## config.mk

```make
export PLATFORM = sky130hd
export DESIGN_NAME = instr_fetch_unit
export DESIGN_NICKNAME = d
export VERILOG_FILES = /design/src/rtl/instr_fetch_unit.sv
export SDC_FILE = /design/constraint.sdc
export NUM_CORES = 1
export LEC_CHECK = 0
export BUFFER_PORTS_ARGS = -buffer_cell sky130_fd_sc_hd__buf_2
export CAP_MARGIN = 20
export CELL_PAD_IN_SITES_DETAIL_PLACEMENT = 0
export CELL_PAD_IN_SITES_GLOBAL_PLACEMENT = 1
export CORE_MARGIN = 2
export CORE_UTILIZATION = 40
export DETAILED_ROUTE_END_ITERATION = 8
export PLACE_DENSITY_LB_ADDON = 0.1
export REMOVE_ABC_BUFFERS = 1
export SYNTH_ARGS = -nofsm -noshare
export SYNTH_HDL_FRONTEND = slang
export SYNTH_SLANG_ARGS = --single-unit
export TNS_END_PERCENT = 10
```

## constraint.sdc

```tcl
create_clock -name clk -period 4.3 [get_ports clk]
set_input_delay 0 -clock clk [delete_from_list [all_inputs] [get_ports clk]]
set_output_delay 0 -clock clk [all_outputs]
set_load 0.05 [all_outputs]
```

## src/rtl/instr_fetch_unit.sv

```systemverilog
// Fetch stage: owns the PC, issues word reads to instruction memory and hands
// each fetched instruction plus its PC to the decoder through a one-entry slot.
module instr_fetch_unit #(
  parameter logic [31:0] RESET_PC  = 32'h0000_0000,
  parameter logic [31:0] NOP_INSTR = 32'h0000_0013
) (
  input  logic        clk,
  input  logic        rst,
  output logic        mem_ren_I,
  output logic [31:0] mem_addr_I,
  input  logic        mem_stall_I,
  input  logic [31:0] mem_rdata_I,
  input  logic        redirect_valid,
  input  logic [31:0] redirect_pc,
  output logic        instr_valid,
  input  logic        instr_ready,
  output logic [31:0] instr_out,
  output logic [31:0] pc_out
);

  localparam logic [1:0] S_IDLE  = 2'd0;
  localparam logic [1:0] S_FETCH = 2'd1;
  localparam logic [1:0] S_DROP  = 2'd2;

  logic [1:0]  state_q, state_d;
  logic [31:0] pc_q, pc_d;
  logic [31:0] drop_addr_q, drop_addr_d;
  logic        valid_q, valid_d;
  logic [31:0] instr_q, instr_d;
  logic [31:0] pc_out_q, pc_out_d;
  logic        ren_s;
  logic        complete_s;
  logic        accept_s;
  logic [31:0] target_s;

  // Request generation; a stalled request keeps its address because the slot
  // stays empty and the PC cannot advance until the request completes.
  always_comb begin
    ren_s      = 1'b0;
    mem_addr_I = pc_q;
    case (state_q)
      S_FETCH: ren_s = !valid_q || instr_ready;
      S_DROP: begin
        ren_s      = 1'b1;
        mem_addr_I = drop_addr_q;
      end
      default: ren_s = 1'b0;
    endcase
  end

  assign mem_ren_I  = ren_s & ~rst;
  assign complete_s = mem_ren_I & ~mem_stall_I;
  assign accept_s   = valid_q & instr_ready;
  assign target_s   = redirect_pc & 32'hFFFF_FFFC;

  // Next-state: redirect flushes the slot and overrides any completion or accept.
  always_comb begin
    state_d     = state_q;
    pc_d        = pc_q;
    drop_addr_d = drop_addr_q;
    valid_d     = valid_q;
    instr_d     = instr_q;
    pc_out_d    = pc_out_q;
    if (redirect_valid) begin
      pc_d    = target_s;
      valid_d = 1'b0;
      instr_d = NOP_INSTR;
      case (state_q)
        S_IDLE:  state_d = S_FETCH;
        S_FETCH: begin
          if (mem_ren_I && mem_stall_I) begin
            state_d     = S_DROP;
            drop_addr_d = pc_q;
          end else begin
            state_d = S_FETCH;
          end
        end
        S_DROP:  state_d = mem_stall_I ? S_DROP : S_FETCH;
        default: state_d = S_IDLE;
      endcase
    end else begin
      case (state_q)
        S_IDLE: state_d = S_FETCH;
        S_FETCH: begin
          if (complete_s) begin
            instr_d  = mem_rdata_I;
            pc_out_d = pc_q;
            valid_d  = 1'b1;
            pc_d     = pc_q + 32'd4;
          end else if (accept_s) begin
            valid_d = 1'b0;
            instr_d = NOP_INSTR;
          end else begin
            valid_d = valid_q;
          end
        end
        S_DROP:  state_d = mem_stall_I ? S_DROP : S_FETCH;
        default: state_d = S_IDLE;
      endcase
    end
  end

  // State and output registers with synchronous reset.
  always_ff @(posedge clk) begin
    if (rst) begin
      state_q     <= S_IDLE;
      pc_q        <= RESET_PC;
      drop_addr_q <= 32'h0000_0000;
      valid_q     <= 1'b0;
      instr_q     <= NOP_INSTR;
      pc_out_q    <= 32'h0000_0000;
    end else begin
      state_q     <= state_d;
      pc_q        <= pc_d;
      drop_addr_q <= drop_addr_d;
      valid_q     <= valid_d;
      instr_q     <= instr_d;
      pc_out_q    <= pc_out_d;
    end
  end

  assign instr_valid = valid_q;
  assign instr_out   = instr_q;
  assign pc_out      = pc_out_q;

endmodule

```

* Word level (Yosys, flattened, before mapping)
Cells that the tools add are included.
Storage, ports and cells: register bits 131, input bits 69, memory bits (read-only) 0, logic and storage cells 44, output and inout bits 98, memory bits (writable) 0, memories kept 0, latch bits 0
Cells by class: shift-type cells 0, add/sub/neg operators 1, order comparisons 0, equal/unequal tests 3, divide/modulo/power cells 0, bitwise operators 6, reductions and logical operators 13, mux-type cells 14, multiply operators 0
Operator list (count):
- $mux 32 | 6
- $add 32x3->32 const B | 1
- $pmux 2 s3 | 2
- $mux 2 | 3
- $reduce_and 2->1 | 3
- $reduce_and 3->1 | 2
- $reduce_bool 2->1 | 3
- $and 1x1->1 | 3
- $not 1->1 | 3
- $eq 2x1->1 const B | 1
- $eq 2x2->1 const B | 1
- $logic_not 2->1 | 1
- $mux 1 | 2
- $ne 2x2->1 const B | 1
- $pmux 1 s2 | 1
- $reduce_or 2->1 | 1
- $logic_and 1x1->1 | 1
- $logic_not 1->1 | 1
- $logic_or 1x1->1 | 1

* Depth between registers and ports, before layout
word-level depth 8, depth in mapped cells 10, depth with buffers taken out 7

* Least setup slack after synthesis
OpenSTA, ideal clock, no wires.
path type register -> register, start point register state_q[0], end point register instr_q[13] (netlist: instr_out[13]), arrival 1825 ps, path buffers 2, cell stages (with the launch flop) 10, library setup time 128 ps, clock period less this slack 1952 ps, path slack 2348 ps, required time 4172 ps, cell sequence dfxtp_1 > inv_1 > ha_1 > nand2b_1 > o31ai_2 > nand2_1 > buf_2 > buf_2 > a22oi_1 > nor2_1
Between the ends: cells in the longest elaborated chain, start to end 6, elaborated cells on any way between the ends 8, classes of those cells eq/ne (2); mux (2); bitwise (2); reduce/logical (2)
Ends and longest elaborated chain:
- from (decl) | RTL line 25 | logic [1:0] state_q, state_d;
- from (signal assigned) | RTL line 113 | state_q <= state_d;
- $eq 2x2->1 / $eq 2x1->1 (equally long branches) | RTL line 41, 82
- $pmux 1 s2 | RTL line 41 | case (state_q)
- $and 1x1->1 | RTL line 51 | assign mem_ren_I = ren_s & ~rst;
- $and 1x1->1 | RTL line 52 | assign complete_s = mem_ren_I & ~mem_stall_I;
- $reduce_bool 2->1 (no line)
- $reduce_and 2->1 (no line)
- to (signal assigned) | RTL line 117 | instr_q <= instr_d;
- to (decl) | RTL line 29 | logic [31:0] instr_q, instr_d;
Several ways; a longest one is shown, not always the timed one. A chain may end at the register's enable or synchronous reset.

* Worst setup path in the final report
Ends and elaborated chain as after synthesis.

==> impl_metrics.xml <==
<?xml version="1.0" encoding="UTF-8"?>
<metrics>
  <group name="floorplan">
    <metric name="die_height" unit="microns">122</metric>
    <metric name="fp.dieW" unit="microns">122</metric>
    <metric name="core.rowCount" unit="">43</metric>
    <metric name="die_area" unit="sq um">14800</metric>
    <metric name="pin_count" unit="">167</metric>
    <metric name="initial_utilization" unit="%">40.5</metric>
    <metric name="core_area" unit="sq um">13700</metric>
  </group>
  <group name="layout">
    <metric name="design.final.nets" unit="">943</metric>
    <metric name="nFillCells" unit="">1284</metric>
    <metric name="area_added_between_synthesis_and_finish" unit="%">37.6</metric>
    <metric name="drive_gt1_share" unit="%">27.4</metric>
    <metric name="register_area" unit="sq um">2500</metric>
    <metric name="multi_input_area" unit="sq um">2780</metric>
    <metric name="final_design_area_no_fill" unit="sq um">7650</metric>
    <metric name="final_core_utilization" unit="%">55.7</metric>
  </group>
  <group name="sta">
    <metric name="fin_crit_sh" unit="%">63.7</metric>
    <metric name="max_slew.worst_pin.slew" unit="ns">0.995</metric>
    <metric name="setup_viol" unit="">0</metric>
    <metric name="timing.final.ws_setup" unit="ns">1.56</metric>
    <metric name="finalMaxSlewViolations" unit="">0</metric>
    <metric name="worst_clock_skew" unit="ns">0.00684</metric>
    <metric name="finalCriticalPeriod" unit="ns">2.74</metric>
    <metric name="fin_tns_setup" unit="ns">0</metric>
    <metric name="rsz0062_at_grt" unit="">false</metric>
    <metric name="fmaxAchievable" unit="MHz">365</metric>
    <metric name="finalHoldViolations" unit="">0</metric>
    <metric name="slew_headroom" unit="%">33.7</metric>
  </group>
  <group name="cts">
    <metric name="cts.clk_slew.worst_paths" unit="ns">0.06</metric>
    <metric name="post_cts_sizing_count" unit="">0</metric>
    <metric name="cts_sinks" unit="">125</metric>
    <metric name="tritoncts.num_buffers" unit="">17</metric>
    <metric name="cts_max_level" unit="">4</metric>
    <metric name="cell_chosen_for_the_clock_root" unit="">clkbuf_16</metric>
    <metric name="cts_tree" unit="">done</metric>
    <metric name="clock_tree_buffer_depth" unit="">2</metric>
    <metric name="post-cts-setup-buffer-count" unit="">0</metric>
    <metric name="clk_latency" unit="ns">0.41</metric>
  </group>
  <group name="yosys">
    <metric name="synth_area_leaders" unit="">dfxtp_1 45%, nand2_1 9.9%, a21oi_1 7.2%</metric>
    <metric name="ys_seq_elements" unit="">125</metric>
    <metric name="synthCells" unit="">670</metric>
    <metric name="synth-main-ff-cell" unit="">dfxtp_1</metric>
    <metric name="ys.warnings.count" unit="">0</metric>
    <metric name="yosys.area.top_type_share" unit="%">45.0</metric>
    <metric name="netlist_area" unit="sq um">5560</metric>
    <metric name="synth_top_cell_by_area" unit="">dfxtp_1</metric>
    <metric name="syn_area_per_cell" unit="sq um">8.29</metric>
    <metric name="yosysSeqAreaShare" unit="%">45.0</metric>
    <metric name="synth-edff-count" unit="">0</metric>
    <metric name="unique_masters_post_synth" unit="">48</metric>
    <metric name="async_flop_share" unit="%">0</metric>
  </group>
  <group name="place">
    <metric name="dp_hpwl" unit="microns">10400</metric>
    <metric name="pre_cts_ws" unit="ns">1.55</metric>
    <metric name="port_buffers" unit="">160</metric>
    <metric name="detailed_place.area" unit="sq um">6390</metric>
    <metric name="gp_congestion" unit="">0.749</metric>
  </group>
  <group name="pwr">
    <metric name="total_power_density_per_cell_area" unit="nW/um^2">422</metric>
    <metric name="power.ir.vdd_worst" unit="mV">0.218</metric>
    <metric name="p_leak" unit="nW">3.12</metric>
  </group>
  <group name="global_route">
    <metric name="grt_start_max_net_pins" unit="">53</metric>
    <metric name="first_global_vias" unit="">5110</metric>
    <metric name="grt_first_pass_wirelength" unit="microns">25700</metric>
    <metric name="initial_antenna_violation_count" unit="">1</metric>
    <metric name="grt_util_all_layers" unit="%">22.1</metric>
    <metric name="grt.overflow.total" unit="">0</metric>
  </group>
  <group name="critical_path">
    <metric name="start_kind" unit="">flop</metric>
    <metric name="path_max_fanout" unit="">29</metric>
    <metric name="crit_path_end_kind" unit="">flop</metric>
    <metric name="setup.worst_path.class" unit="">reg -&gt; reg</metric>
    <metric name="worst_ep_required_time" unit="ns">4.59</metric>
    <metric name="critical_path_arrival" unit="ns">3.03</metric>
  </group>
  <group name="worst_hold_path">
    <metric name="hold_path.class" unit="">in -&gt; reg</metric>
  </group>
  <group name="detailed_routing">
    <metric name="first_iter_violations" unit="">365</metric>
    <metric name="drt_pre_antenna_iters" unit="">5</metric>
    <metric name="routed_wire_length_per_instance" unit="microns">15.1</metric>
    <metric name="wl" unit="microns">16100</metric>
    <metric name="overall_via_count_from_detail_route" unit="">5385</metric>
    <metric name="postRouteAntennaNets" unit="">0</metric>
    <metric name="via_per_inst" unit="">5.07</metric>
    <metric name="post-route-drc-count" unit="">0</metric>
  </group>
  <group name="outcome">
    <metric name="result_of_the_run" unit="">completed</metric>
  </group>
  <group name="job">
    <metric name="drv_cap" unit="">0</metric>
  </group>
</metrics>
## per-layer routing
metal  vias up  share of wire [%]  GRT usage [%]
li1       2713                  -              -
met1      2496                 46           28.8
met5         -                  0              0
met2       161                 46           35.2
met3        15                6.3           6.65
met4         0                1.1           6.90
## synthesized netlist by cell type, types with 2 or more instances
library cell  count
a211oi_1         13
dfxtp_1         125
xor2_1           14
and4_1            5
buf_4             6
buf_1             4
xnor2_1           9
a21oi_1          80
a311oi_1          5
nor3_1            6
nand2b_1          2
a22oi_1          29
clkbuf_1         33
buf_6             3
inv_1             5
nand4_1          14
nor2_1           57
mux2_2           30
buf_2            10
ha_1              5
and2_1            2
and3_1            6
nor2b_1           2
or3_1             4
nor3_2            2
nand3_1          16
o21ai_0          16
nand2_1         146
nor4_1            2
## report_power, final
part / internal, W / leakage (nW) / switching, W / total [W]
logic: 0.000202 / 1.82 / 0.000377 / 0.000579
registers: 0.00120 / 1.01 / 0.0000476 / 0.00124
clock network: 0.000909 / 0.291 / 0.000497 / 0.00141
total: 0.00231 / 3.12 / 0.000921 / 0.00323
## registers in the layout (all words and copies together), names as in the netlist
signal	count
state_q	2
pc_out	30
instr_valid	1
instr_out	32
drop_addr_q	30
pc_q	30
## logic make-up (layout without fill, tap and decap cells)
kind of cell / count (synthesis) / count (layout) / share of synthesized area [%]
AOI/OAI and AO/OA: 149 / 149 / 16.1
xor gates and xnor gates: 23 / 23 / 3.63
adders and majority gates: 5 / 5 / 1.13
buffers and inverters: 63 / 272 / 5.32
DFF: 125 / 125 / 45.0
muxes: 30 / 30 / 6.08
other: 1 / 5 / 0.0675
and+or+nand+nor: 274 / 274 / 22.7
## stage by stage
stage	cells	hold WS, ns	power [W]
6_report	1063	0.0265	0.00323
4_1_cts	1061	0.0169	0.00326
3_5_place_dp	965	0.209	0.00180
5_1_grt	1062	0.0205	0.00336
3_3_place_gp	965	0.202	0.00179
2_1_floorplan	616	0.0691	0.00163
## final timing paths
check                                                  end  cells past startpoint  slack (ns)                    start
worst max-delay path            instr_out[13]$_SDFFE_PP0P_                      7        1.56  state_q[0]$_SDFFE_PP0P_
worst min-delay path                  pc_q[9]$_SDFFE_PP0P_                      3        0.03           redirect_valid
worst max register to register  instr_out[13]$_SDFFE_PP0P_                      7        1.56  state_q[0]$_SDFFE_PP0P_
worst min register to register     pc_out[11]$_SDFFE_PP0P_                      2        0.45  pc_out[11]$_SDFFE_PP0P_
## critical path, cell delays in order, from the launching register on
cell     delay [ns]
dfxtp_1        0.33
inv_1          0.10
ha_1           0.59
nor2b_1        0.12
o31ai_2        0.33
nand2_1        0.64
a22oi_1        0.42
nor2_1         0.07
## layout make-up
cell class	count	area share (%)
flip-flops and latches	125	32.7
inverters	6	0.295
diodes	1	0.0327
repair buffers	234	20.1
clock inverters	7	1.11
clock buffers	25	6.48
well taps	180	2.95
multi-input cells	485	36.3
## placed cells by master, fill, tap and decap left out, drive strengths merged, types with 2 or more instances in the layout
master / Yosys / layout
buf: 23 / 170
nand2: 146 / 146
dfxtp: 125 / 125
a21oi: 80 / 80
dlygate4sd3: 0 / 64
nor2: 57 / 57
mux2: 30 / 30
a22oi: 29 / 29
clkbuf: 34 / 25
o21ai: 16 / 16
nand3: 16 / 16
nand4: 14 / 14
xor2: 14 / 14
a211oi: 13 / 13
xnor2: 9 / 9
nor3: 9 / 9
and3: 7 / 7
and4: 6 / 6
clkinv: 1 / 6
inv: 5 / 5
a311oi: 5 / 5
ha: 5 / 5
or3: 4 / 4
conb: 1 / 4
nor4: 3 / 3
nand2b: 2 / 2
nor2b: 2 / 2
and2: 2 / 2
bufinv: 0 / 2
## repair_timing
| action | in CTS | in global routing |
|---|---|---|
| setup endpoints to repair | 0 | 0 |
| endpoints found under the hold margin | 62 | 0 |
| hold buffers | 64 | 0 |
Power figures use the tool's default switching activity.
